`src/rtl/coin_acceptor.sv`:
```
// Coin acceptor: measures sensor pulse width, classifies Rs.5 / Rs.10 coins, buffers them in a FIFO.
// Optional 2-flop input synchroniser enabled by defining COIN_SYNC_EN.
module coin_acceptor #(
  parameter int MIN5  = 4,
  parameter int MAX5  = 7,
  parameter int MIN10 = 10,
  parameter int MAX10 = 15,
  parameter int GAP   = 3,
  parameter int DEPTH = 4
) (
  input  logic       clk,
  input  logic       rst,
  input  logic       coin_pulse,
  input  logic       coin_ready,
  output logic       coin_valid,
  output logic [1:0] coin_code,
  output logic       reject,
  output logic       busy
);
  // Handshake: a head coin transfers on any cycle where coin_valid and coin_ready are both high;
  // coin_valid never depends on coin_ready, and coin_code is stable while coin_valid waits.
  localparam int WW = $clog2(MAX10 + 2);
  localparam int AW = $clog2(DEPTH);
  localparam int GW = (GAP > 1) ? $clog2(GAP) : 1;

  localparam logic [WW-1:0] MIN5_W   = WW'(MIN5);
  localparam logic [WW-1:0] MAX5_W   = WW'(MAX5);
  localparam logic [WW-1:0] MIN10_W  = WW'(MIN10);
  localparam logic [WW-1:0] MAX10_W  = WW'(MAX10);
  localparam logic [WW-1:0] SAT_W    = WW'(MAX10 + 1);
  localparam logic [GW-1:0] GAP_LAST = GW'(GAP - 1);
  localparam logic [AW:0]   DEPTH_W  = (AW + 1)'(DEPTH);

  typedef enum logic [2:0] {IDLE, MEASURE, CLASSIFY, STUCK, LOCKOUT} state_t;

  state_t          state, state_n;
  logic [WW-1:0]   wcnt, wcnt_n;
  logic [GW-1:0]   gcnt, gcnt_n;
  logic            s, s_prev;
  logic            stuck_first, stuck_n;
  logic            cls_push, cls_bad;
  logic [1:0]      cls_code;
  logic            push, pop, full;

  logic [1:0]      mem [DEPTH];
  logic [AW-1:0]   wr_ptr, rd_ptr;
  logic [AW:0]     count;

`ifdef COIN_SYNC_EN
  logic sync1, sync2;
  // Both flops reset high so a line already high at reset never looks like a rising edge.
  always_ff @(posedge clk) begin
    if (rst) begin
      sync1 <= 1'b1;
      sync2 <= 1'b1;
    end else begin
      sync1 <= coin_pulse;
      sync2 <= sync1;
    end
  end
  assign s = sync2;
`else
  assign s = coin_pulse;
`endif

  always_ff @(posedge clk) begin
    if (rst) begin
      state       <= IDLE;
      wcnt        <= '0;
      gcnt        <= '0;
      s_prev      <= 1'b1;
      stuck_first <= 1'b0;
    end else begin
      state       <= state_n;
      wcnt        <= wcnt_n;
      gcnt        <= gcnt_n;
      s_prev      <= s;
      stuck_first <= stuck_n;
    end
  end

  always_comb begin
    state_n  = state;
    wcnt_n   = wcnt;
    gcnt_n   = gcnt;
    stuck_n  = 1'b0;
    cls_push = 1'b0;
    cls_bad  = 1'b0;
    cls_code = 2'b00;
    case (state)
      IDLE: begin
        if (s && !s_prev) begin
          state_n = MEASURE;
          wcnt_n  = WW'(1);
        end
      end
      MEASURE: begin
        if (!s) begin
          state_n = CLASSIFY;
        end else if (wcnt >= MAX10_W) begin
          state_n = STUCK;
          wcnt_n  = SAT_W;
          stuck_n = 1'b1;
        end else begin
          wcnt_n = wcnt + WW'(1);
        end
      end
      CLASSIFY: begin
        if (wcnt >= MIN5_W && wcnt <= MAX5_W) begin
          cls_push = 1'b1;
          cls_code = 2'b01;
        end else if (wcnt >= MIN10_W && wcnt <= MAX10_W) begin
          cls_push = 1'b1;
          cls_code = 2'b10;
        end else begin
          cls_bad = 1'b1;
        end
        state_n = LOCKOUT;
        gcnt_n  = '0;
      end
      STUCK: begin
        if (!s) begin
          state_n = LOCKOUT;
          gcnt_n  = '0;
        end
      end
      LOCKOUT: begin
        if (gcnt == GAP_LAST) state_n = IDLE;
        else                  gcnt_n  = gcnt + GW'(1);
      end
      default: state_n = IDLE;
    endcase
  end

  // A full FIFO still accepts a coin when the head leaves in the same cycle.
  assign full   = (count == DEPTH_W);
  assign pop    = coin_valid && coin_ready;
  assign push   = cls_push && (!full || pop);
  assign reject = cls_bad || (state == STUCK && stuck_first) || (cls_push && full && !pop);
  assign busy   = (state != IDLE);

  always_ff @(posedge clk) begin
    if (rst) begin
      wr_ptr <= '0;
      rd_ptr <= '0;
      count  <= '0;
    end else begin
      if (push) wr_ptr <= wr_ptr + AW'(1);
      if (pop)  rd_ptr <= rd_ptr + AW'(1);
      case ({push, pop})
        2'b10:   count <= count + (AW + 1)'(1);
        2'b01:   count <= count - (AW + 1)'(1);
        default: count <= count;
      endcase
    end
  end

  always_ff @(posedge clk) begin
    if (push) mem[wr_ptr] <= cls_code;
  end

  assign coin_valid = (count != '0);
  assign coin_code  = coin_valid ? mem[rd_ptr] : 2'b00;
endmodule

```
`config.mk`:
```
export PLATFORM = sky130hd
export DESIGN_NAME = coin_acceptor
export DESIGN_NICKNAME = d
export VERILOG_FILES = /design/src/rtl/coin_acceptor.sv
export SDC_FILE = /design/constraint.sdc
export NUM_CORES = 1
export LEC_CHECK = 0
export ABC_AREA = 1
export CAP_MARGIN = 20
export CORE_MARGIN = 4
export CORE_UTILIZATION = 45
export CTS_CLUSTER_DIAMETER = 200
export DETAILED_ROUTE_END_ITERATION = 16
export SLEW_MARGIN = 20
export SYNTH_ARGS = -nofsm -noshare
export SYNTH_HDL_FRONTEND = slang
export SYNTH_SLANG_ARGS = --single-unit
```
`constraint.sdc`:
```
create_clock -name clk -period 2.8 [get_ports clk]
set_input_delay 0.7 -clock clk [delete_from_list [all_inputs] [get_ports clk]]
set_output_delay 0.7 -clock clk [all_outputs]
set_load 0.02 [all_outputs]
```
# Word-level counts from Yosys, hierarchy flattened
# Memories as Yosys holds them, arrays and structs flattened. A register that Yosys moved wholly into a read port is not among the register bits.
# Index checks and enable logic that the tools add are counted.
classes:
  addsub: 6
  order_cmp: 5
  eq_ne: 14
  muxes: 29
  bitwise_logic: 2
  reduce_logical: 24
ops:
  columns: ["operator", "count"]
  rows:
  - ["two-way mux 2 bit", 8]
  - ["two-way mux 3 bit", 5]
  - ["two-way mux 5 bit", 3]
  - ["one-hot mux 3 bit (5 select lines)", 1]
  - ["greater-or-equal comparator 5 x 4 -> 1 bit, second input constant", 2]
  - ["inequality test 2 bit, second input constant", 5]
  - ["one-hot mux 5 bit (2 select lines)", 1]
  - ["two-way mux 1 bit", 9]
  - ["nonzero test 3 bit", 3]
  - ["logical AND 1 bit", 8]
  - ["adder 2 x 1 -> 2 bit, second input constant", 3]
  - ["== test 3 x 2 -> 1 bit, second input constant", 2]
  - ["== test 3 bit, second input constant", 2]
  - ["one-hot mux 2 bit (3 select lines)", 1]
  - ["one-hot mux 3 bit (2 select lines)", 1]
  - ["AND reduction 3 bit", 2]
  - ["adder 5 x 1 -> 5 bit, second input constant", 1]
  - ["greater-or-equal comparator 5 x 3 -> 1 bit, second input constant", 1]
  - ["<= comparator 5 x 3 -> 1 bit, second input constant", 1]
  - ["<= comparator 5 x 4 -> 1 bit, second input constant", 1]
  - ["== test 2 bit, second input constant", 2]
  - ["AND reduction 4 bit", 1]
  - ["nonzero test 2 bit", 2]
  - ["adder 3 x 1 -> 3 bit, second input constant", 1]
  - ["other kinds (9)", 14]
word_totals:
  ff_bits: 19
  ramBits: 8
  in_bits: 4
  out_inout_bits: 5
  memories: 1
mem_list:
  columns: ["memory", "words", "word_bits", "read_ports", "rd_clocked_by_memory_dff", "write_ports", "line_no", "rtl"]
  rows:
  - ["mem", 4, 2, 1, 1, 1, "45", "logic [1:0] mem [DEPTH];"]

# Depth between registers and ports, before layout
depth:
  depth_word: 8
  ltp_mapped: 16
  mapped_depth_nobuf: 16

# Worst setup path after synthesis
# No wires, ideal clock.
synth_timing:
  path_kind: "register to output"
  startpoint: "register wcnt[1]"
  endpoint: "output reject"
  t_arrival_ns: 1.433
  t_required_ns: 2.100
  path_slack_ns: 0.667
  stages_incl_launch_ff: 11
  n_path_buf: 0
  cell_sequence: "dfxtp_1 -> ha_1 -> nand2_1 -> nor2_1 -> ha_1 -> inv_1 -> nand2_1 -> nand2_2 -> nand2_2 -> a21oi_1 -> a31o_2"
synth_via:
  elab_chain_cells: 8
synth_lines:
  columns: ["element", "line_no", "rtl"]
  rows:
  - ["from (decl)", "37", "logic [WW-1:0] wcnt, wcnt_n;"]
  - ["from (signal assigned)", "75", "wcnt <= wcnt_n;"]
  - ["greater-or-equal comparator 5 x 4 -> 1 bit or <= comparator 5 x 4 -> 1 bit (tied branches)", "112", "end else if (wcnt >= MIN10_W && wcnt <= MAX10_W) begin"]
  - ["logical AND 1 bit", "112", null]
  - ["two-way mux 1 bit", "112", null]
  - ["two-way mux 1 bit", "109", "if (wcnt >= MIN5_W && wcnt <= MAX5_W) begin"]
  - ["two-way mux 1 bit", "90", "case (state)"]
  - ["logical AND 1 bit (2 in series)", "139", "assign reject = cls_bad || (state == STUCK && stuck_first) || (cls_push && full && !pop);"]
  - ["logical OR 1 bit (*)", "139", null]
  - ["to (decl)", "17", "output logic reject,"]
# Every way passes the cells marked *; elsewhere a longest branch is shown, timed or not.

# Worst setup path in the final report
layout_timing:
  startpoint: "register wcnt[0]"
  endpoint: "output reject"
# The elaborated chain is that of the path after synthesis.

==> qor.yml <==
slew_violations: 0
dieArea_um2: 4330
final_common_cell: "inv_1"
min_path_cells: 2
ys.flop_type: "dfxtp_1"
drive_gt1_frac: 0.164
gp_congestion: 0.879
post-cts-setup-buffer-count: 0
grt_pass1_vias: 1174
tightest_slew_ns: 0.371
irDropWorstVdd_v: 0.000268
syn_area_um2: 1510
post_drt_via_cell_ratio: 4.91
swShare: 0.345
ant_nets: 0
num_vias: 1203
run_status: "complete, no violations"
final_nets: 213
wl_per_cell_um: 10.9
start_util: 0.481
power_frac_comb: 0.332
rrSetupSlack_ns: 0.72
clock_latency_ns: 0.32
syn_to_final_growth_pct: 12.7
hp-start: "rd_ptr[1]$_SDFFE_PP0N_"
grt_setup_unrepaired: "false"
p_total_mw: 1.10
grt_overflow_total: 0
crit_type: "reg -> out"
holdPathEnd: "rd_ptr[1]$_SDFFE_PP0N_"
place_ws_ns: -0.109
root_buffer: "clkbuf_4"
port_buffers: 8
syn-num-nets: 197
cts_tree: "done"
yosysUniqueCellTypes: 30
clkSinkCount: 29
pin_count: 9
async_reset_ff_frac: 0
n_antenna_cell: 0
hp-class: "reg -> reg"
drtPass1Iterations: 4
die_y_um: 65.8
die_x_um: 65.8
slew_headroom: 0.752
ys_seq_area_frac: 0.439
dp.cells: 237
utilization: 0.542
clock_path_buffers: 2
most-common-layout-cells: "32 x inv_1, 30 x nor2_1, 21 x nand2_1"
pwr-share-clk: 0.206
maxCapViolations: 0
grt_max_degree: 12
cp-start-kind: "flop"
r2r_end: "count[2]$_SDFFE_PP0P_"
powerDensity_nw_per_um2: 647
final_cells: 245
finalCriticalPeriod_ns: 2.61
r2r_start: "wcnt[0]$_SDFFE_PP0P_"
antenna_found_initial: 0
max_freq_mhz: 383
grt_pass1_wl_mm: 4.89
ctsHtreeMaxLevel: 2
clk_pin_slew_worst_paths_ns: 0.08
drcViolationCount: 0
cp.arrival_ns: 1.91
reg2reg_depth: 15
crit_path_end_kind: "output pin"
p_switching_mw: 0.378
avgSynthCellArea_um2: 8.18
finalClockSkew_ns: 0.00556
netlist_instances: 184
finalHoldViolCount: 0
drt-initial-drc-count: 57
setup_ws_ns: 0.192
fillers: 318
crit_fanout: 5
seqPwrFrac: 0.461
setup_viol: 0
p_leak_nw: 0.682
required_ns: 2.10
dpl.hpwl_mm: 2.06
yosys_warnings: 0
num_rows: 20
finalWirelength_mm: 2.68
grt_usage: 0.148
core_area_um2: 3130
synth_edf_count: 8
synth_seq_cells: 29
min_period_over_period: 0.931
p_int_mw: 0.719
cts_buffers: 5
[metal layers]
layer | up-vias | wire (µm) | share of wire | track usage
li1 | 625 | - | - | -
met1 | 557 | 1190 | 0.45 | 0.163
met2 | 13 | 1340 | 0.50 | 0.260
met3 | 8 | 86 | 0.032 | 0.0408
met4 | 0 | 57 | 0.021 | 0.0699
met5 | - | 0 | 0 | 0
[flip-flops by register name, summed over array words and instances, names as in the netlist, named ones only]
signal,flops
gcnt,2
wr_ptr,2
state,3
wcnt,5
stuck_first,1
s_prev,1
rd_ptr,2
mem,8
count,3
[cells in the mapped netlist (all sizes together) (2+ instances only)]
cell / count / area [µm²]
inv: 34 / 128
nor2: 33 / 131
nand2: 28 / 133
dfxtp: 21 / 420
o21ai: 15 / 86.3
a21oi: 14 / 70.1
edfxtp: 8 / 240
ha: 8 / 100
nand3: 5 / 30.0
nand4: 4 / 25.0
buf: 2 / 16.3
nor3: 2 / 15.0
[layout make-up]
type | count | area (µm²) | share of cell area
multi-input cells | 119 | 703 | 0.414
flip-flops and latches | 29 | 664 | 0.392
inverters | 34 | 128 | 0.0752
repair buffers | 11 | 97.6 | 0.0575
well taps | 44 | 55.1 | 0.0324
clock buffers | 7 | 45.0 | 0.0265
clock inverters | 1 | 3.75 | 0.00221
[power groups by stage]
stage	registers (mW)	clock network, mW	logic (mW)
floorplan	0.506	0	0.265
global placement	0.512	0	0.355
detailed placement	0.515	0	0.366
CTS	0.505	0.238	0.368
global route	0.515	0.261	0.413
finish	0.506	0.226	0.365
[worst max-delay path by stage]
stage / startpoint / end / slack [ns] / depth (start not counted)
finish: wcnt[0]$_SDFFE_PP0P_ / reject / 0.19 / 11
global route: wcnt[0]$_SDFFE_PP0P_ / reject / 0.06 / 11
floorplan: wcnt[1]$_SDFFE_PP0P_ / reject / 0.67 / 10
CTS: wcnt[0]$_SDFFE_PP0P_ / reject / 0.006 / 11
global placement: coin_ready / reject / -0.12 / 5
detailed placement: coin_ready / reject / -0.11 / 5
[through the flow]
stage                     hold WS, ns  TNS (ns)  instance area (µm²)
after floorplan                 0.427         0                 1510
after global placement          0.440    -0.116                 1650
after detailed placement        0.451    -0.109                 1650
after CTS                       0.478         0                 1700
after global routing            0.503         0                 1700
final                           0.473         0                 1700
[repair_timing]
item / CTS / global route
hold buffers: 0 / 0
resized for setup: 2 / 4
setup endpoints to repair: 1 / 1
[critical path: stages (launching register included)]
cell and delay, ns:
dfxtp_4 0.38, ha_2 0.21, nand2_1 0.06, nor2_1 0.10, ha_1 0.14, inv_1 0.04, nand2_1 0.07, nand2_2 0.05
nand2_2 0.09, a21oi_1 0.09, a31o_2 0.21, clkbuf_2 0.15
[cell families (layout without fill, tap and decap cells)]
group / Yosys count / in the layout / synth area share
and+or+nand+nor: 74 / 74 / 0.233
buffers and inverters: 36 / 53 / 0.0956
AOI/OAI and AO/OA: 35 / 35 / 0.147
DFF: 29 / 29 / 0.439
adders and majority gates: 9 / 9 / 0.0798
xor gates and xnor gates: 1 / 1 / 0.00582
Note: power is estimated with default switching activity, not from simulation.
